--- config.mk ---
export PLATFORM = sky130hd
export DESIGN_NAME = fifo_rd_ctrl
export DESIGN_NICKNAME = d
export VERILOG_FILES = /design/src/rtl/fifo_pkg.sv /design/src/rtl/ptr_sync.sv /design/src/rtl/fifo_rd_ctrl.sv
export SDC_FILE = /design/constraint.sdc
export NUM_CORES = 1
export LEC_CHECK = 0
export ABC_AREA = 1
export BUFFER_PORTS_ARGS = -buffer_cell sky130_fd_sc_hd__buf_2
export CORE_MARGIN = 1.5
export CORE_UTILIZATION = 55
export CTS_CLUSTER_SIZE = 28
export DETAILED_ROUTE_END_ITERATION = 8
export PLACE_DENSITY = 0.84
export REMOVE_ABC_BUFFERS = 1
export SLEW_MARGIN = 20
export SYNTH_ARGS = -nofsm -noshare
export SYNTH_HDL_FRONTEND = slang
export SYNTH_SLANG_ARGS = --single-unit
--- constraint.sdc ---
create_clock -name clkout -period 4.25 [get_ports clkout]
set_input_delay 0.2125 -clock clkout [delete_from_list [all_inputs] [get_ports clkout]]
set_output_delay 0.2125 -clock clkout [all_outputs]
set_load 0.01 [all_outputs]
--- src/rtl/fifo_pkg.sv ---
// Shared pointer helpers for both sides of the asynchronous FIFO.
// Pointers are handled zero-extended to PTR_W_MAX bits so one function serves every depth.
package fifo_pkg;

   // One spare bit above the widest legal pointer (ADDR_W=10 -> 11 bits).
   localparam int PTR_W_MAX = 12;

   typedef logic [PTR_W_MAX-1:0] ptr_t;

   function automatic ptr_t bin2gray(input ptr_t x);
      return x ^ (x >> 1);
   endfunction

   function automatic ptr_t gray2bin(input ptr_t g);
      ptr_t b;
      b[PTR_W_MAX-1] = g[PTR_W_MAX-1];
      for (int i = PTR_W_MAX - 2; i >= 0; i--) begin
         b[i] = b[i+1] ^ g[i];
      end
      return b;
   endfunction

endpackage

--- src/rtl/ptr_sync.sv ---
// Multi-flop synchroniser for a Gray-coded pointer crossing into the local clock domain.
module ptr_sync #(
   parameter int WIDTH  = 4,
   parameter int STAGES = 2
) (
   input  logic             clk_i,
   input  logic             rst_i,
   input  logic [WIDTH-1:0] d_i,
   output logic [WIDTH-1:0] q_o
);

   logic [WIDTH-1:0] sync_q [STAGES];

   // Stage 0 samples the foreign flop directly; nothing may sit in front of it.
   always_ff @(posedge clk_i or posedge rst_i) begin
      if (rst_i) begin
         for (int i = 0; i < STAGES; i++) begin
            sync_q[i] <= '0;
         end
      end else begin
         sync_q[0] <= d_i;
         for (int i = 1; i < STAGES; i++) begin
            sync_q[i] <= sync_q[i-1];
         end
      end
   end

   assign q_o = sync_q[STAGES-1];

endmodule

--- src/rtl/fifo_rd_ctrl.sv ---
// Read-side controller of the asynchronous FIFO: head pointer, empty/level/almost-empty
// decode against the synchronised write pointer, and the Gray head returned to the writer.
module fifo_rd_ctrl
   import fifo_pkg::*;
#(
   parameter int ADDR_W      = 3,
   parameter int SYNC_STAGES = 2,
   parameter int AEMPTY_TH   = 1
) (
   input  logic              clkout,
   input  logic              rstout,
   input  logic [ADDR_W:0]   wr_gray_i,
   input  logic              oready,
   output logic              ovalid,
   output logic              rd_en,
   output logic [ADDR_W-1:0] rd_addr,
   output logic [ADDR_W:0]   rd_gray_o,
   output logic [ADDR_W:0]   rd_count,
   output logic              aempty
);

   localparam int PTR_W = ADDR_W + 1;
   localparam logic [PTR_W-1:0] AEMPTY_LVL = PTR_W'(AEMPTY_TH);

   logic [PTR_W-1:0] head_bin_q, head_bin_d;
   logic [PTR_W-1:0] head_gray_q, head_gray_d;
   logic [PTR_W-1:0] wq, wq_bin, head_inc;
   ptr_t             wq_bin_ext, inc_gray_ext;
   logic             unused_hi;

   ptr_sync #(
      .WIDTH  (PTR_W),
      .STAGES (SYNC_STAGES)
   ) u_wr_sync (
      .clk_i (clkout),
      .rst_i (rstout),
      .d_i   (wr_gray_i),
      .q_o   (wq)
   );

   assign wq_bin_ext   = gray2bin(ptr_t'(wq));
   assign wq_bin       = wq_bin_ext[PTR_W-1:0];
   assign head_inc     = head_bin_q + PTR_W'(1);
   assign inc_gray_ext = bin2gray(ptr_t'(head_inc));
   assign unused_hi    = ^{wq_bin_ext[PTR_W_MAX-1:PTR_W], inc_gray_ext[PTR_W_MAX-1:PTR_W]};

   // Handshake: ovalid is decoded from registers only and never looks at oready; a pop
   // happens on the clkout edge where ovalid && oready, and oready with ovalid low is ignored.
   assign ovalid = (wq != head_gray_q);
   assign rd_en  = ovalid & oready;

   always_comb begin
      head_bin_d  = head_bin_q;
      head_gray_d = head_gray_q;
      if (rd_en) begin
         head_bin_d  = head_inc;
         head_gray_d = inc_gray_ext[PTR_W-1:0];
      end
   end

   always_ff @(posedge clkout or posedge rstout) begin
      if (rstout) begin
         head_bin_q  <= '0;
         head_gray_q <= '0;
      end else begin
         head_bin_q  <= head_bin_d;
         head_gray_q <= head_gray_d;
      end
   end

   // Level can only under-report: wq trails the real write pointer by the sync latency.
   assign rd_count  = wq_bin - head_bin_q;
   assign aempty    = (rd_count <= AEMPTY_LVL);
   assign rd_addr   = head_bin_q[ADDR_W-1:0];
   assign rd_gray_o = head_gray_q;

endmodule
# Word-level counts from Yosys, hierarchy flattened
# Index checks and enable logic that the tools add are counted.
totals:
  register_bits: 16
  memories: 0
  mem_bits_rw: 0
  latch_bits: 0
  rom_bits: 0
  out_inout_bits: 14
classes:
  bitwise_logic: 5
  n_reduce_logical: 0
  shift: 0
  addsub: 2
  magnitude_cmp: 1
  n_div: 0
  n_mul: 0
  n_mux: 0
  eq_ne: 1
ops:
  columns: ["op", "count"]
  rows:
  - ["$add 4x1->4 const B", 1]
  - ["$le 4x1->1 const B", 1]
  - ["$ne 4x4->1", 1]
  - ["$sub 4x4->4", 1]
  - ["$xor 4x3->4", 1]
  - ["$xor 1x1->1", 3]
  - ["$and 1x1->1", 1]

# Longest topological paths before layout
# Gate-level depths: netlist (run 1).
logic_depth:
  word_depth: 5
  mapped_depth: 12

# Cells and area by module
# Synthesis (run 1) repeated with hierarchy kept, for this count alone.
unflattened:
  cells_unflattened: 114
  area_unflattened_um2: 915.9
by_module_without_submodules:
  columns: ["module", "cells_per_inst", "instances", "area_each_um2"]
  rows:
  - ["fifo_rd_ctrl", 101, 1, 681.9]
  - ["ptr_sync", 13, 1, 234.0]

# Worst setup path before layout (run 1)
# Ideal clock, no wire load.
synth_path:
  path_type: "register to output"
  start: "register u_wr_sync.sync_q (netlist bit u_wr_sync.q_o[3])"
  end: "output port aempty"
  slack_ns: 1.982
  t_arrival_ns: 2.056
  required_ns: 4.038
  path_stages_with_launch: 13
  path_cell_list: "dfrtp_1 -> inv_1 -> nand2_1 -> nand2_1 -> nand2_1 -> nand2_1 -> xor2_1 -> inv_1 -> ha_1 -> fa_1 -> xnor2_1 -> or2_0 -> nor2_1"
synth_between:
  elab_chain_len: 5
synth_lines:
  columns: ["element", "line_no", "text"]
  rows:
  - ["start, declared", "ptr_sync.sv:12", "logic [WIDTH-1:0] sync_q [STAGES];"]
  - ["start signal, assigned by index", "ptr_sync.sv:23", "sync_q[i] <= sync_q[i-1];"]
  - ["$xor 1x1->1 *", "fifo_pkg.sv:18", "b[i] = b[i+1] ^ g[i];"]
  - ["$xor 1x1->1 (2 in a row)", "fifo_pkg.sv:18", null]
  - ["$sub 4x4->4 *", "fifo_rd_ctrl.sv:72", "assign rd_count = wq_bin - head_bin_q;"]
  - ["via rd_count[2]", "fifo_rd_ctrl.sv:18", "output logic [ADDR_W:0] rd_count,"]
  - ["$le 4x1->1 *", "fifo_rd_ctrl.sv:73", "assign aempty = (rd_count <= AEMPTY_LVL);"]
  - ["end, declared", "fifo_rd_ctrl.sv:19", "output logic aempty"]
# The timed path passes the listed nets; every way through them passes the cells marked *.

# Worst setup path in the final report (run 1)
layout_path:
  start: "register u_wr_sync.sync_q (netlist bit u_wr_sync.q_o[2])"
  end: "output port aempty"
layout_between:
  elab_chain_len: 5
layout_lines:
  columns: ["element", "line_no"]
  rows:
  - ["$xor 1x1->1 *", "fifo_pkg.sv:18"]
  - ["$xor 1x1->1 (2 in a row)", "fifo_pkg.sv:18"]
  - ["$sub 4x4->4 *", "fifo_rd_ctrl.sv:72"]
  - ["$le 4x1->1 *", "fifo_rd_ctrl.sv:73"]
# Mark *: on every way between the ends. The rest lies on a longest branch, timed or not.

==> metrics.md, run 1 <==
| Metric | Value |
|---|---|
| Outcome | `completed` |
| DRT iter0 DRCs | `7` |
| Final wirelength | `approximately 1700 microns` |
| Slew @ Worst Pin | `roughly 0.53 ns` |
| Reg2Reg Depth | `8` |
| H-tree Lvls | `1` |
| Worst R2R Setup Slack | `between 2 and 3 ns` |
| Num ports | `21` |
| Crit path max fanout | `3` |
| Hold Crit Class | `in2reg` |
| Initial Util | `0.576` |
| Gr usage total | `0.219` |
| Number of global-route vias before repair | `821` |
| Startpoint class of the critical path | `flip-flop` |
| Row count | `14` |
| CP Capture Type | `output port` |
| Most Frequent Cell on Critical Path | `nand2_1` |
| Final Skew | `0.00302 ns` |
| Port Buffers | `20` |
| FF-to-FF Start | `head_bin_q[0]` |
| Max-slew violations | `0` |
| Placed Instances | `144` |
| WP data required | `4.04 ns` |
| CTS tree | `yes` |
| RSZ-0062 raised after global routing | `no` |
| Post-synthesis mux area share | `0` |
| Post-DRT Antenna Nets | `0` |
| Total setup buffers inserted after CTS | `0` |
| GR Overflow Total | `0` |
| Synth warn | `0` |
| Area Overhead vs Synth | `17.9%` |
| CTS Buf Count | `3` |
| Final setup TNS | `0 ns` |
| DP HPWL | `1340 microns` |
| VDD IR-drop max | `0.413 mV` |
| Synth area leader | `dfrtp_1` |
| Crit path DAT | `roughly 2.5 ns` |
| Synth Area in Compound Gates | `0.00583` |
| Finished Core Util | `0.680` |
| Routed via count | `766` |
| Max Fclk | `367 MHz` |
| Worst path slowest cell | `dfrtp_1` |
| MaxCap Viol Count | `0` |
| Post-DR vias/cell | `roughly 5.1` |
| N_diodes | `0` |
| CP Buf/Inv Count | `3` |
| Antenna violations before repair | `0` |
| Xor/xnor cell area share of the yosys netlist | `0.0408` |
| Final period utilization | `0.642` |
| Slew headroom | `0.648` |
| Post-synth ARST share | `1.00` |
| Adder-cell share of the synthesized area | `0.0816` |
| WHS Path Cells | `1` |
| Number of remaining DRC errors | `0` |
| Delay-heaviest family, CP | `simple AND/OR/NAND/NOR gates` |
| Post_cts resized | `0` |
| Global-route wire length before repair | `about 3000 microns` |
| Die width | `42.5 microns` |
| Tmin final | `about 2.7 ns` |
| Post-synth top area share | `0.437` |
| PwrDens | `between 600 and 700 nW/um^2` |
| Gpl congestion | `about 0.77` |
| Startpoint of the worst hold path | `wr_gray_i[2]` |
| Final Hold Viols | `0` |
| Clk_lat worst skew | `about 0.27 ns` |
| Crit Path Class | `reg2out` |
| Final #Nets | `about 150` |
| Post-Syn Instances | `roughly 110` |
| DRT Pass-1 Iters | `3` |
| Post-synth EDFFs | `0` |
| Pre-CTS WS | `approximately 1.8 ns` |
| CORE AREA | `roughly 1500 sq um` |
| Simple logic cell fraction of the synthesized area | `0.351` |
| Layout cells sized above 1 | `0.256` |
| Clock Tree Root | `clkbuf_4` |
| #FFs+latches synth | `15` |
| Most frequent cells after synthesis | `43 x nand2_1, 15 x dfrtp_1, 14 x inv_1` |
| CP cell instances | `inv_1, nand2_1, nand2_1, nand2_1, nand2_1, xor2_1, inv_1, ha_1, fa_1, xnor2_1, or2_0, nor2_1, buf_2` |
| Post-Syn Area | `~860 sq um` |
| FF-to-FF End | `rd_gray_o[1]` |
| Largest family of logic cells by synthesized area | `simple AND/OR/NAND/NOR gates` |
| Cell Count, Final, Fillers Out | `between 100 and 150` |
| Hold_buf cts | `1` |
| Largest net degree at the start of global routing | `16` |
| Clock Sinks | `15` |
| Synth unique cells | `19` |
| WHS Endpoint | `u_wr_sync.sync_q[6]` |
| Dominant synthesized flop cell | `dfrtp_1` |
| Mean post-synth cell area | `7.87 sq um` |
| Final Power | `0.697 mW` |
| Mean routed wirelength per cell | `between 10 and 15 microns` |
| Final setup vio count | `0` |
| Setup ws final | `about 1.5 ns` |
| Sequential share of the synthesized area | `0.437` |
| Top post-synthesis cells by area | `dfrtp_1 44%, nand2_1 19%, inv_1 6.1%` |
| Die area | `1810 sq um` |
| Max incr delay on CP | `0.40 ns` |
| Top-count cell post-synth | `nand2_1` |
| Maximum root-to-sink buffer count | `2` |
| Static leakage | `about 0.6 nW` |
| Die Ht | `42.5 microns` |
| Reg clk slew, reported paths | `about 0.08 ns` |
-- per-stage QoR --
step / instance area [sq um] / hold slack, ns
2_1_floorplan: 855 / 0.114
3_3_place_gp: 975 / 0.271
3_5_place_dp: 975 / 0.277
4_1_cts: 1010 / 0.0380
5_1_grt: 1010 / 0.0339
6_report: 1010 / 0.0425
-- power breakdown --
group / leakage, nW / internal, mW / switching, mW
combinational: 0.404 / 0.164 / 0.224
clock: 0.0177 / 0.0348 / 0.0404
sequential: 0.181 / 0.177 / 0.0563
-- final cells by class --
class                      instances  area (sq um)
fill                             136           477
multi-input combinational         75           412
sequential                        15           375
timing repair buffer              21           110
inverter                          18          67.6
clock buffer                       3          22.5
tap                               16          20.0
clock inverter                     1          5.00
-- how the worst max path moves through the flow --
stage | from | end | slack, ns | cells after the start
floorplan | u_wr_sync.q_o[3] | aempty | 1.98 | 12
global placement | u_wr_sync.q_o[3] | aempty | 1.93 | 13
detailed placement | u_wr_sync.q_o[3] | aempty | 1.82 | 13
CTS | u_wr_sync.q_o[3] | aempty | 1.52 | 13
global route | u_wr_sync.q_o[2] | aempty | 1.33 | 13
finish | u_wr_sync.q_o[2] | aempty | 1.52 | 13
-- worst reg2reg max path: stages, from the launching register on --
cell and delay (ns):
dfrtp_1 0.50, ha_1 0.29, inv_1 0.08, nand2_1 0.06
nand2_1 0.12, nand2_1 0.06, nand2_1 0.06, nand3_1 0.11
nand2_1 0.09
-- cells by family (layout without fill, tap and decap cells) --
group                    count (synthesis)  count (layout)
AO/OA/AOI/OAI                            1               1
AND/OR/NAND/NOR                         65              65
flip-flops                              15              15
XOR/XNOR                                 4               4
adder cells (fa/ha/maj)                  5               5
buffers and inverters                   19              43
-- layer usage --
| layer | wire length (microns) | up-vias | GRT usage |
|---|---|---|---|
| met2 | 868 | 17 | 0.431 |
| met4 | 51 | 0 | 0.119 |
| li1 | - | 384 | - |
| met1 | 710 | 359 | 0.224 |
| met5 | 0 | - | 0 |
| met3 | 44 | 6 | 0.0129 |
-- cells in the final DEF (no fill, tap or decap) --
cell type      netlist  final
nor2_1               1      1
clkinv_2             0      1
nand2_2              2      2
dlygate4sd3_1        0      1
nor2_4               1      1
clkbuf_4             0      3
buf_2                0     20
or2_0                1      1
ha_1                 4      4
nand2_1             43     43
fa_1                 1      1
nand3_1             10     10
xnor2_1              3      3
nand4_1              2      2
xor2_1               1      1
nand3b_1             2      2
inv_2                4      4
dfrtp_1             15     15
nand2_4              2      2
inv_1               14     14
nor2_2               1      1
a21oi_1              1      1
-- sequential cells by signal, indices dropped and copies added, names as in the netlist --
register,cells
rd_gray_o,3
u_wr_sync.sync_q,4
head_bin_q,4
u_wr_sync.q_o,4
Note: power is estimated with default switching activity, not from simulation.
==> inputs of run 2 (changes only) <==
CORE_UTILIZATION = 46   (was 55)
PLACE_DENSITY = 0.75   (was 0.84)
clock period = 2.5 ns   (was 4.25 ns; I/O delays follow)
==> run 2 against run 1 <==
  * Critical path depth unchanged
  * Count of clock-buffer cells in the layout did not move
  * Via count grew 3.3%
  * Routed wire length rose by 6.7%
  * Critical endpoint unchanged
  * Register-to-register slack lost 1.7 ns
  * Sequential share of layout area decreased by 3.5 points
  * Cell area is 10% higher
  * Sequential power rose by 70%
==> metrics.md, run 2 (synthesis results as in run 1) <==
| Metric | Value |
|---|---|
| DRT iter0 DRCs | `9` |
| PwrDens | `around 1100 nW/um^2` |
| DP HPWL | `between 1000 and 1500 microns` |
| Layout cells sized above 1 | `0.315` |
| Slew @ Worst Pin | `between 0.5 and 0.6 ns` |
| Crit path DAT | `between 2 and 2.5 ns` |
| CP Capture Type | `output port` |
| CTS Buf Count | `3` |
| Most common cell after layout, fill and taps aside | `nand2_1` |
| Post-DRT Antenna Nets | `0` |
| Clock share of power | `0.111` |
| Max Fclk | `between 400 and 500 MHz` |
| Switch Pwr | `roughly 0.55 mW` |
| Mean routed wirelength per cell | `around 11 microns` |
| Maximum root-to-sink buffer count | `2` |
| MaxCap Viol Count | `0` |
| Final period utilization | `0.992` |
| N_diodes | `0` |
| Slew headroom | `0.649` |
| Port Buffers | `20` |
| Startpoint class of the critical path | `flip-flop` |
| Die width | `about 46 microns` |
| Clk_lat worst skew | `approximately 0.28 ns` |
| H-tree Lvls | `1` |
| WP data required | `2.38 ns` |
| Max-slew violations | `0` |
| Routed via count | `791` |
| Combinational power share | `0.559` |
| Number of global-route vias before repair | `a little over 700` |
| Final Hold Viols | `0` |
| Cell Count, Final, Fillers Out | `roughly 170` |
| Finished Core Util | `0.639` |
| Tmin final | `2.48 ns` |
| CTS tree | `yes` |
| Static leakage | `approximately 0.65 nW` |
| Row count | `15` |
| CORE AREA | `roughly 1700 sq um` |
| Global-route wire length before repair | `a little under 3000 microns` |
| Area Overhead vs Synth | `30.0%` |
| Die area | `roughly 2100 sq um` |
| Post-DR vias/cell | `around 4.7` |
| Reg clk slew, reported paths | `approximately 0.09 ns` |
| Gpl congestion | `0.787` |
| Placed Instances | `around 150` |
| DRT Pass-1 Iters | `4` |
| Gr usage total | `0.199` |
| Antenna violations before repair | `0` |
| RSZ-0062 raised after global routing | `yes` |
| Hold Crit Class | `in2reg` |
| Final Skew | `roughly 0.0053 ns` |
| VDD IR-drop max | `just over 0.6 mV` |
| Final wirelength | `~1800 microns` |
| GR Overflow Total | `0` |
| Final setup vio count | `0` |
| Final #Nets | `~160` |
| Initial Util | `0.492` |
| Int Power | `between 0.6 and 0.7 mW` |
| Clock Tree Root | `clkbuf_4` |
| Largest net degree at the start of global routing | `16` |
| Sw Share | `0.458` |
| Crit Path Class | `reg2out` |
| Most frequent cells in the layout | `41 x nand2_1, 20 x buf_2, 15 x dfrtp_1` |
| Number of remaining DRC errors | `0` |
| Final Power | `approximately 1.2 mW` |
| Die Ht | `roughly 46 microns` |
| Num ports | `21` |
| Crit path max fanout | `3` |
| Flop pwr share | `0.330` |
| Outcome | `completed` |
| Clock Sinks | `15` |
run 2: critical path, stage by stage (launching register included):
cell	delay, ns
dfrtp_1	0.42
inv_2	0.07
nand2_1	0.06
nand2_1	0.09
nand2_1	0.06
nand2_2	0.07
xor2_1	0.15
inv_1	0.06
ha_2	0.17
fa_1	0.47
inv_1	0.04
or2_0	0.21
nor2_1	0.08
buf_2	0.13
run 2: cell type report:
type                       count  area, sq um
fill                         135          629
clock inverter                 1         5.00
tap                           25         31.3
multi-input combinational     75          419
inverter                      18         67.6
timing repair buffer          31          195
clock buffer                   3         22.5
sequential                    15          375
run 2: metal layers:
layer  GRT usage  wire length [microns]  up-vias
met5           0                      0        -
met3      0.0235                     38        6
li1            -                      -      403
met1       0.254                    783      364
met2       0.319                    910       18
met4       0.126                     53        0
run 2: worst paths after layout:
kind	start	endpoint	slack (ns)	cells after the start
hold reg to reg	u_wr_sync.sync_q[5]	u_wr_sync.q_o[1]	0.35	0
hold / removal	oready	head_bin_q[3]	0.18	3
setup reg to reg	head_bin_q[0]	rd_gray_o[2]	1.12	8
max in group asynchronous	rstout	head_bin_q[2]	1.72	3
min in group asynchronous	rstout	u_wr_sync.q_o[0]	0.43	3
setup / recovery	u_wr_sync.q_o[2]	aempty	0.02	13
run 2: timing repair:
| action | CTS | global route |
|---|---|---|
| endpoints found under the hold margin | 19 | 0 |
| buffers inserted | 4 | 2 |
| pin swaps | 2 | 3 |
| gates resized for setup | 3 | 2 |
| hold buffers | 5 | 0 |
| setup endpoints to repair | 1 | 1 |
run 2: power groups by stage:
stage / Clock, mW / Sequential, mW / Combinational (mW)
2_1_floorplan: 0 / 0.403 / 0.440
6_report: 0.134 / 0.397 / 0.673
3_3_place_gp: 0 / 0.395 / 0.636
4_1_cts: 0.137 / 0.396 / 0.679
3_5_place_dp: 0 / 0.400 / 0.661
5_1_grt: 0.147 / 0.409 / 0.778
run 2: through the flow:
step	hold WS [ns]	TNS, ns	setup slack [ns]	cell area [sq um]
after floorplan	0.0265	0	0.319	855
after global placement	0.182	0	0.259	986
after detailed placement	0.180	0	0.194	986
after CTS	0.168	0	0.00319	1100
after global routing	0.179	-0.145	-0.145	1120
final	0.177	0	0.0198	1120
